--- src/rtl/cmos_pkg.sv ---
// Shared definitions for the OV7670 capture path (cmos_pixel_packer and cmos_geom_check).
// Contents: capture FSM state enum, default sensor geometry, counter widths.
package cmos_pkg;

  typedef enum logic [1:0] {
    StWaitInit = 2'd0,
    StWaitVs   = 2'd1,
    StSkip     = 2'd2,
    StActive   = 2'd3
  } cmos_state_e;

  localparam int unsigned DefHActive    = 640;
  localparam int unsigned DefVActive    = 480;
  localparam int unsigned DefSkipFrames = 10;

  localparam int unsigned PxCntW    = 12;
  localparam int unsigned LineCntW  = 12;
  localparam int unsigned SkipCntW  = 8;
  localparam int unsigned FrameCntW = 8;

endpackage

--- src/rtl/cmos_geom_check.sv ---
// Line/frame geometry checker for the capture path.
// Ports:
//   clk, rst      pixel clock, asynchronous active-high reset
//   clr_i         init lost: clears counters and the sticky error
//   active_i      capture FSM is in the active-frame state
//   word_i        a 16-bit word is formed this cycle
//   line_end_i    href falling edge; the byte processed this cycle is the last of the line
//   odd_i         the last byte of the line opens a pair that never closes
//   frame_end_i   vsync rise that ends the active frame
//   geom_err_o    sticky geometry error
module cmos_geom_check
  import cmos_pkg::*;
#(
  parameter int unsigned H_ACTIVE = DefHActive,
  parameter int unsigned V_ACTIVE = DefVActive
) (
  input  logic clk,
  input  logic rst,
  input  logic clr_i,
  input  logic active_i,
  input  logic word_i,
  input  logic line_end_i,
  input  logic odd_i,
  input  logic frame_end_i,
  output logic geom_err_o
);

  logic [PxCntW-1:0]   px_cnt_q, px_cnt_d, px_cnt_inc;
  logic [LineCntW-1:0] line_cnt_q, line_cnt_d;
  logic                err_q, err_d;

  always_comb begin
    px_cnt_inc = px_cnt_q + PxCntW'(word_i);
    px_cnt_d   = px_cnt_q;
    line_cnt_d = line_cnt_q;
    err_d      = err_q;
    if (clr_i) begin
      px_cnt_d   = '0;
      line_cnt_d = '0;
      err_d      = 1'b0;
    end else if (!active_i) begin
      px_cnt_d   = '0;
      line_cnt_d = '0;
    end else begin
      px_cnt_d = px_cnt_inc;
      if (line_end_i) begin
        // Include the word completed on the line's final byte.
        px_cnt_d   = '0;
        line_cnt_d = line_cnt_q + LineCntW'(1);
        if ((px_cnt_inc != PxCntW'(H_ACTIVE)) || odd_i) begin
          err_d = 1'b1;
        end
      end
      if (frame_end_i && (line_cnt_q != LineCntW'(V_ACTIVE))) begin
        err_d = 1'b1;
      end
    end
  end

  always_ff @(posedge clk or posedge rst) begin
    if (rst) begin
      px_cnt_q   <= '0;
      line_cnt_q <= '0;
      err_q      <= 1'b0;
    end else begin
      px_cnt_q   <= px_cnt_d;
      line_cnt_q <= line_cnt_d;
      err_q      <= err_d;
    end
  end

  assign geom_err_o = err_q;

endmodule

--- src/rtl/cmos_pixel_packer.sv ---
// OV7670 capture stage: waits for init, discards settling frames, packs byte pairs into
// RGB565 words for the SDRAM write FIFO and reports frame validity.
// Optional geometry checking is built when CMOS_FRAME_CHECK_EN is defined; otherwise
// geom_err is tied low.
// Ports:
//   clk          sensor pixel clock (only clock)
//   rst          asynchronous active-high reset
//   init_done    sensor config and SDRAM init both complete
//   cmos_vsync   high = vertical blanking
//   cmos_href    high = active line bytes
//   cmos_data    sensor byte bus
//   pix_we       one-cycle write strobe for pix_data
//   pix_data     RGB565 word, first byte of the pair in [15:8]
//   frame_valid  high while the current frame is captured
//   frame_cnt    captured-frame counter, wraps
//   geom_err     sticky geometry error (0 when checking is not built)
module cmos_pixel_packer
  import cmos_pkg::*;
#(
  parameter int unsigned H_ACTIVE    = DefHActive,
  parameter int unsigned V_ACTIVE    = DefVActive,
  parameter int unsigned SKIP_FRAMES = DefSkipFrames
) (
  input  logic                 clk,
  input  logic                 rst,
  input  logic                 init_done,
  input  logic                 cmos_vsync,
  input  logic                 cmos_href,
  input  logic [7:0]           cmos_data,
  output logic                 pix_we,
  output logic [15:0]          pix_data,
  output logic                 frame_valid,
  output logic [FrameCntW-1:0] frame_cnt,
  output logic                 geom_err
);

  // Reject geometries the counters cannot represent.
  if (H_ACTIVE >= 2 ** PxCntW) begin : g_h_too_big
    $error("H_ACTIVE does not fit the pixel counter");
  end
  if (V_ACTIVE >= 2 ** LineCntW) begin : g_v_too_big
    $error("V_ACTIVE does not fit the line counter");
  end
  if (SKIP_FRAMES >= 2 ** SkipCntW) begin : g_skip_too_big
    $error("SKIP_FRAMES does not fit the skip counter");
  end

  // Sensor input pipeline: S1 is the capture register, S2 the edge-detect reference.
  logic       vsync_s1_q, vsync_s2_q;
  logic       href_s1_q, href_s2_q;
  logic [7:0] data_s1_q, data_s2_q;

  always_ff @(posedge clk or posedge rst) begin
    if (rst) begin
      vsync_s1_q <= 1'b0;
      vsync_s2_q <= 1'b0;
      href_s1_q  <= 1'b0;
      href_s2_q  <= 1'b0;
      data_s1_q  <= '0;
      data_s2_q  <= '0;
    end else begin
      vsync_s1_q <= cmos_vsync;
      vsync_s2_q <= vsync_s1_q;
      href_s1_q  <= cmos_href;
      href_s2_q  <= href_s1_q;
      data_s1_q  <= cmos_data;
      data_s2_q  <= data_s1_q;
    end
  end

  logic vs_fall, vs_rise;
  assign vs_fall = vsync_s2_q & ~vsync_s1_q;
  assign vs_rise = ~vsync_s2_q & vsync_s1_q;

  // Capture FSM.
  cmos_state_e         state_q, state_d;
  logic [SkipCntW-1:0] skip_cnt_q, skip_cnt_d;
  logic [FrameCntW-1:0] frame_cnt_q, frame_cnt_d;
  logic                skip_done;

  assign skip_done = 32'(skip_cnt_q) >= SKIP_FRAMES;

  always_comb begin
    state_d     = state_q;
    skip_cnt_d  = skip_cnt_q;
    frame_cnt_d = frame_cnt_q;
    if (!init_done) begin
      state_d    = StWaitInit;
      skip_cnt_d = '0;
    end else begin
      unique case (state_q)
        StWaitInit: state_d = StWaitVs;
        StWaitVs: begin
          if (vs_fall) begin
            state_d = skip_done ? StActive : StSkip;
          end
        end
        StSkip: begin
          if (vs_rise) begin
            state_d    = StWaitVs;
            skip_cnt_d = skip_cnt_q + SkipCntW'(1);
          end
        end
        StActive: begin
          if (vs_rise) begin
            state_d     = StWaitVs;
            frame_cnt_d = frame_cnt_q + FrameCntW'(1);
          end
        end
        default: state_d = StWaitInit;
      endcase
    end
  end

  always_ff @(posedge clk or posedge rst) begin
    if (rst) begin
      state_q     <= StWaitInit;
      skip_cnt_q  <= '0;
      frame_cnt_q <= '0;
    end else begin
      state_q     <= state_d;
      skip_cnt_q  <= skip_cnt_d;
      frame_cnt_q <= frame_cnt_d;
    end
  end

  // Byte packing works on the S2 byte so it lines up with the S1/S2 edge detectors:
  // the cycle href_s2 & ~href_s1 is seen is the cycle the line's last byte is packed.
  logic        phase_q, phase_d;
  logic [7:0]  hi_byte_q, hi_byte_d;
  logic        pix_we_q, pix_we_d;
  logic [15:0] pix_data_q, pix_data_d;
  logic        word_now;

  assign word_now = href_s2_q & phase_q & (state_q == StActive);

  always_comb begin
    phase_d    = href_s2_q ? ~phase_q : 1'b0;
    hi_byte_d  = hi_byte_q;
    pix_data_d = pix_data_q;
    pix_we_d   = 1'b0;
    if (href_s2_q && !phase_q) begin
      hi_byte_d = data_s2_q;
    end
    // Losing init suppresses a word still in flight.
    if (word_now && init_done) begin
      pix_we_d   = 1'b1;
      pix_data_d = {hi_byte_q, data_s2_q};
    end
  end

  always_ff @(posedge clk or posedge rst) begin
    if (rst) begin
      phase_q    <= 1'b0;
      hi_byte_q  <= '0;
      pix_we_q   <= 1'b0;
      pix_data_q <= '0;
    end else begin
      phase_q    <= phase_d;
      hi_byte_q  <= hi_byte_d;
      pix_we_q   <= pix_we_d;
      pix_data_q <= pix_data_d;
    end
  end

  assign pix_we      = pix_we_q;
  assign pix_data    = pix_data_q;
  assign frame_valid = (state_q == StActive);
  assign frame_cnt   = frame_cnt_q;

`ifdef CMOS_FRAME_CHECK_EN
  logic line_end, frame_end;
  assign line_end  = href_s2_q & ~href_s1_q;
  assign frame_end = (state_q == StActive) & vs_rise;

  cmos_geom_check #(
    .H_ACTIVE(H_ACTIVE),
    .V_ACTIVE(V_ACTIVE)
  ) u_geom_check (
    .clk        (clk),
    .rst        (rst),
    .clr_i      (~init_done),
    .active_i   (state_q == StActive),
    .word_i     (word_now),
    .line_end_i (line_end),
    .odd_i      (~phase_q),
    .frame_end_i(frame_end),
    .geom_err_o (geom_err)
  );
`else
  assign geom_err = 1'b0;
`endif

endmodule
--- config.mk ---
export PLATFORM = sky130hd
export DESIGN_NAME = cmos_pixel_packer
export DESIGN_NICKNAME = d
export VERILOG_FILES = /design/src/rtl/cmos_pkg.sv /design/src/rtl/cmos_geom_check.sv /design/src/rtl/cmos_pixel_packer.sv
export SDC_FILE = /design/constraint.sdc
export NUM_CORES = 1
export LEC_CHECK = 0
export BUFFER_PORTS_ARGS = -buffer_cell sky130_fd_sc_hd__buf_4
export CAP_MARGIN = 10
export CORE_ASPECT_RATIO = 0.6
export CORE_UTILIZATION = 35
export CTS_CLUSTER_DIAMETER = 60
export DETAILED_ROUTE_END_ITERATION = 6
export MAX_ROUTING_LAYER = met4
export PLACE_DENSITY = 0.5
export SLEW_MARGIN = 0
export SYNTH_ARGS = -nofsm -noshare
export SYNTH_HDL_FRONTEND = slang
export SYNTH_SLANG_ARGS = --single-unit
--- constraint.sdc ---
create_clock -name clk -period 2.8 [get_ports clk]
set_clock_uncertainty 0.2 [all_clocks]
set_input_delay 0.56 -clock clk [delete_from_list [all_inputs] [get_ports clk]]
set_output_delay 0.56 -clock clk [all_outputs]
set_load 0.01 [all_outputs]
Word level (Yosys, flattened, before mapping)
Cells that the tools add are included.
{"block": "word_totals", "ff_bits": 64, "latch_bits": 0, "ram_bits": 0, "romBits": 0, "in_bits": 13, "output_inout_bits": 27, "n_memories": 0}
{"block": "op_classes", "add_sub_neg": 2, "n_mul": 0, "div": 0, "order_cmp": 1, "n_eq_ne": 7, "shift": 0, "mux": 10, "bitwise_logic": 7, "n_reduce_logical": 8}
{"cell": "$mux W8", "count": 3}
{"cell": "$add A8 B1 Y8 const B", "count": 2}
{"cell": "$ge A8 B4 Y1 const B", "count": 1}
{"cell": "$mux W2", "count": 3}
{"cell": "$pmux W2 S3", "count": 1}
{"cell": "$and A1 B1 Y1", "count": 4}
{"cell": "$eq A2 B2 Y1 const B", "count": 2}
{"cell": "$ne A2 B1 Y1 const B", "count": 2}
{"cell": "$reduce_and A2 Y1", "count": 2}
{"cell": "$mux W1", "count": 3}
{"cell": "$ne A3 B2 Y1 const B", "count": 1}
{"cell": "$ne A3 B3 Y1 const B", "count": 1}
{"cell": "$not A1 Y1", "count": 3}
{"cell": "$reduce_and A3 Y1", "count": 1}
{"cell": "$eq A2 B1 Y1 const B", "count": 1}
{"cell": "$logic_and A1 B1 Y1", "count": 2}
{"cell": "$logic_not A2 Y1", "count": 1}
{"cell": "$reduce_or A2 Y1", "count": 1}
{"cell": "$logic_not A1 Y1", "count": 1}

Longest topological paths before layout
{"block": "logic_depth", "ltp_word": 5, "mapped_depth": 4, "ltp_nobuf": 4}

Worst setup path before layout
OpenSTA, ideal clock, no wires.
{"block": "synth_path", "path_type": "input to register", "startpoint": "in init_done", "endpoint": "reg pix_data_q[0] (netlist: pix_data[0])", "setup_time_ns": 0.125, "arrival_ns": 1.425, "required_ns": 2.475, "path_slack_ns": 1.050, "path_stages": 4, "path_cell_list": "nand3_2 -> nor2_4 -> buf_6 -> mux2_2"}
{"block": "synth_between", "elab_chain_cells": 1}
{"item": "start: declaration", "line": "cmos_pixel_packer.sv:26", "source": "input logic init_done,"}
{"item": "$logic_and A1 B1 Y1", "line": "cmos_pixel_packer.sv:146", "source": "if (word_now && init_done) begin"}
{"item": "end signal: assignment", "line": "cmos_pixel_packer.sv:162", "source": "pix_data_q <= pix_data_d;"}
{"item": "end: declaration", "line": "cmos_pixel_packer.sv:132", "source": "logic [15:0] pix_data_q, pix_data_d;"}
Every way passes these cells.
A chain may end at the register's enable or synchronous reset.

Worst setup path in the final report
{"block": "layout_path", "startpoint": "reg state_q[0]", "endpoint": "reg skip_cnt_q[7]"}
{"block": "layout_between", "elab_chain_cells": 3}
{"item": "start: declaration", "line": "cmos_pixel_packer.sv:76", "source": "cmos_state_e state_q, state_d;"}
{"item": "start signal: assignment", "line": "cmos_pixel_packer.sv:117", "source": "state_q <= StWaitInit;"}
{"item": "start signal: assignment", "line": "cmos_pixel_packer.sv:121", "source": "state_q <= state_d;"}
{"item": "$eq A2 B2 Y1", "line": "cmos_pixel_packer.sv:91", "source": "unique case (state_q)"}
{"item": "$ne A2 B1 Y1 (no line)"}
{"item": "$reduce_and A2 Y1 (no line)"}
{"item": "end signal: assignment", "line": "cmos_pixel_packer.sv:122", "source": "skip_cnt_q <= skip_cnt_d;"}
{"item": "end: declaration", "line": "cmos_pixel_packer.sv:77", "source": "logic [SkipCntW-1:0] skip_cnt_q, skip_cnt_d;"}
Every way passes these cells.

==> flow_metrics.tcl <==
set metrics [dict create \
    grtUsageTotal_pct 14.8 \
    cts_setup_buffers 0 \
    netlist.area_leader.share_pct 67.7 \
    slew_violations 0 \
    nNetsFinal 227 \
    fin_util_pct 46.3 \
    switching_share_pct 22.3 \
    cp_max_fo 15 \
    num_vias 1432 \
    ys_types 33 \
    rows 22 \
    end_kind "flip-flop" \
    syn_avg_cell_area_um2 14.3 \
    syn-num-nets 181 \
    ios 40 \
    cp.required_ns 2.85 \
    drc_errors 0 \
    yosysTopAreaCell "dfrtp_1" \
    cts_tree "yes" \
    synth.cell_area_um2 2370 \
    first_pass_iters 4 \
    synthTopCellsByCount "dfrtp_1 (64), mux2_2 (25), a21oi_1 (8), xor2_1 (7)" \
    grt_pass1_vias 1490 \
    hold_path.class "in -> async" \
    p_leak_nw 1.39 \
    die_w_um 108 \
    cts.repair.resized 0 \
    rsz0062_at_grt "false" \
    rrSetupSlack_ns 0.73 \
    antenna_found_initial 0 \
    power.density_nw_per_um2 640 \
    start_kind "flip-flop" \
    max_freq_mhz 483 \
    num_antenna_cells 0 \
    status "finished clean" \
    power.internal_w 0.00145 \
    finalHoldViolations 0 \
    pwr-share-seq_pct 54.7 \
    dp_hpwl_um 2920 \
    ctsRootBufferMaster "clkbuf_8" \
    start_util_pct 37.5 \
    slew_headroom_pct 42.0 \
    synth_most_common_cell "dfrtp_1" \
    synthArstFlopShare_pct 100 \
    tightest_slew_ns 0.868 \
    postRouteWirelength_um 4310 \
    ant_nets 0 \
    place_congestion 0.783 \
    peakVddDrop_v 0.000338 \
    grt_overflow_total 0 \
    clk_pin_slew_ns 0.06 \
    path_class "reg -> reg" \
    cts_hold_buf 0 \
    clkPwrFrac_pct 37.3 \
    yosysWarnings 0 \
    synth_seq_area_share_pct 67.7 \
    cts_made_buffers 9 \
    clockBufferDepth 2 \
    p_comb_share_pct 8.0 \
    area_delta_synth_final_pct 23.5 \
    fin_crit_ns 2.07 \
    yosys_register_bits 64 \
    htree_levels 3 \
    numClockSinks 64 \
    syn_inst 165 \
    drive_gt1_share_pct 37.4 \
    arrival_ns 2.12 \
    core_area_um2 6300 \
    synth_top_flop_cell "dfrtp_1" \
    die_h_um 65.7 \
    grt_first_pass_wirelength_um 7310 \
    viasPerCell 4.81 \
    dieArea_um2 7100 \
    maxCapViolCount 0 \
    dr.first_iter.drc_count 80 \
    slowest_delay_ns 0.68 \
    clkLatencyLatePin_ns 0.34 \
    slowest_stage "or4_1" \
    crit_chain "nand4bb_1, or4_1, a21oi_1" \
    synth_enable_flop_cells 0 \
    grt_max_degree 37 \
    finalSetupTns_ns 0 \
    synth_area_leaders "dfrtp_1 (68%), mux2_2 (12%), xor2_1 (2.6%)" \
    post_drt_wl_per_cell_um 14.5 \
    p_sw_w 0.000417 \
    io_buffers 38 \
    setup_viol 0 \
    min_period_over_period_pct 74.0 \
]
-- stage by stage --
stage	cells	power [W]	setup slack [ns]	hold WS, ns	area (um^2)
6_report	298	0.00187	0.729	0.115	2920
2_1_floorplan	165	0.00111	0.442	0.131	2370
4_1_cts	298	0.00191	0.733	0.106	2920
5_1_grt	298	0.00196	0.548	0.0971	2920
3_5_place_dp	284	0.00119	0.734	0.136	2750
3_3_place_gp	284	0.00118	0.781	0.133	2750
-- layer usage --
metal	global-route usage, %	vias up	wire length, um	share of wire [%]
li1	-	667	-	-
met2	20.5	42	1880	44
met1	18.0	713	2070	48
met5	-	-	0	0
met3	6.35	10	261	6.1
met4	8.05	0	99	2.3
-- sequential cells by signal, indices dropped and copies added, names as in the netlist --
name        flops
skip_cnt_q      8
hi_byte_q       8
phase_q         1
pix_data       16
state_q         2
pix_we          1
vsync_s2_q      1
href_s2_q       1
href_s1_q       1
data_s1_q       8
frame_cnt       8
data_s2_q       8
vsync_s1_q      1
-- power by group through the flow --
stage / Combinational [W] / Sequential, W / Clock, W
after floorplan: 0.0000696 / 0.00104 / 0
after global placement: 0.000149 / 0.00104 / 0
after detailed placement: 0.000154 / 0.00104 / 0
after CTS: 0.000155 / 0.00102 / 0.000729
after global routing: 0.000165 / 0.00103 / 0.000765
final: 0.000150 / 0.00102 / 0.000698
-- critical path: cells and delay by family, from the launching register on --
family	cells	cell delay (ns)
simple gates	2	1.20
flops	1	0.42
compound gates	1	0.16
-- cell families (layout without fill, tap and decap cells) --
| group | after synthesis | in the layout | synth area share [%] |
|---|---|---|---|
| mux | 25 | 25 | 11.9 |
| fa+ha+maj | 3 | 3 | 1.59 |
| flops | 64 | 64 | 67.7 |
| buf+inv | 9 | 58 | 1.96 |
| compound gates | 16 | 16 | 3.97 |
| simple gates | 39 | 39 | 9.78 |
| xor+xnor | 8 | 8 | 2.96 |
| other cells | 1 | 1 | 0.158 |
-- final timing paths --
kind | cells past startpoint | from | endpoint
max in group asynchronous | 3 | rst | hi_byte_q[2]$_DFFE_PP0P_
worst max-delay path | 3 | state_q[0]$_DFFE_PP0P_ | skip_cnt_q[7]$_DFFE_PP0P_
worst min register to register | 0 | data_s1_q[6]$_DFF_PP0_ | data_s2_q[6]$_DFF_PP0_
min in group clk | 1 | cmos_href | href_s1_q$_DFF_PP0_
worst max register to register | 3 | state_q[0]$_DFFE_PP0P_ | skip_cnt_q[7]$_DFFE_PP0P_
worst min-delay path | 2 | rst | frame_cnt[7]$_DFFE_PP0P_
-- area by class of cell --
type                    instances  area [um^2]
fillers                       561         3380
flip-flops and latches         64         1600
multi-input cells              92          718
repair buffers                 39          305
clock buffers                  14          173
well taps                      84          105
inverters                       5         18.8
-- cell usage in the layout (no fill, tap or decap), drive strengths merged, types with 2 or more instances in the layout --
cell type,count
xor2,7
clkbuf,14
or3,3
nand3,7
or4,4
ha,3
mux2,25
nor3,6
buf,39
o21ai,3
o31ai,4
nand2,6
dfrtp,64
inv,4
nor2b,2
a21oi,8
nor2,3
No activity file was read; power rests on OpenSTA's default activity.
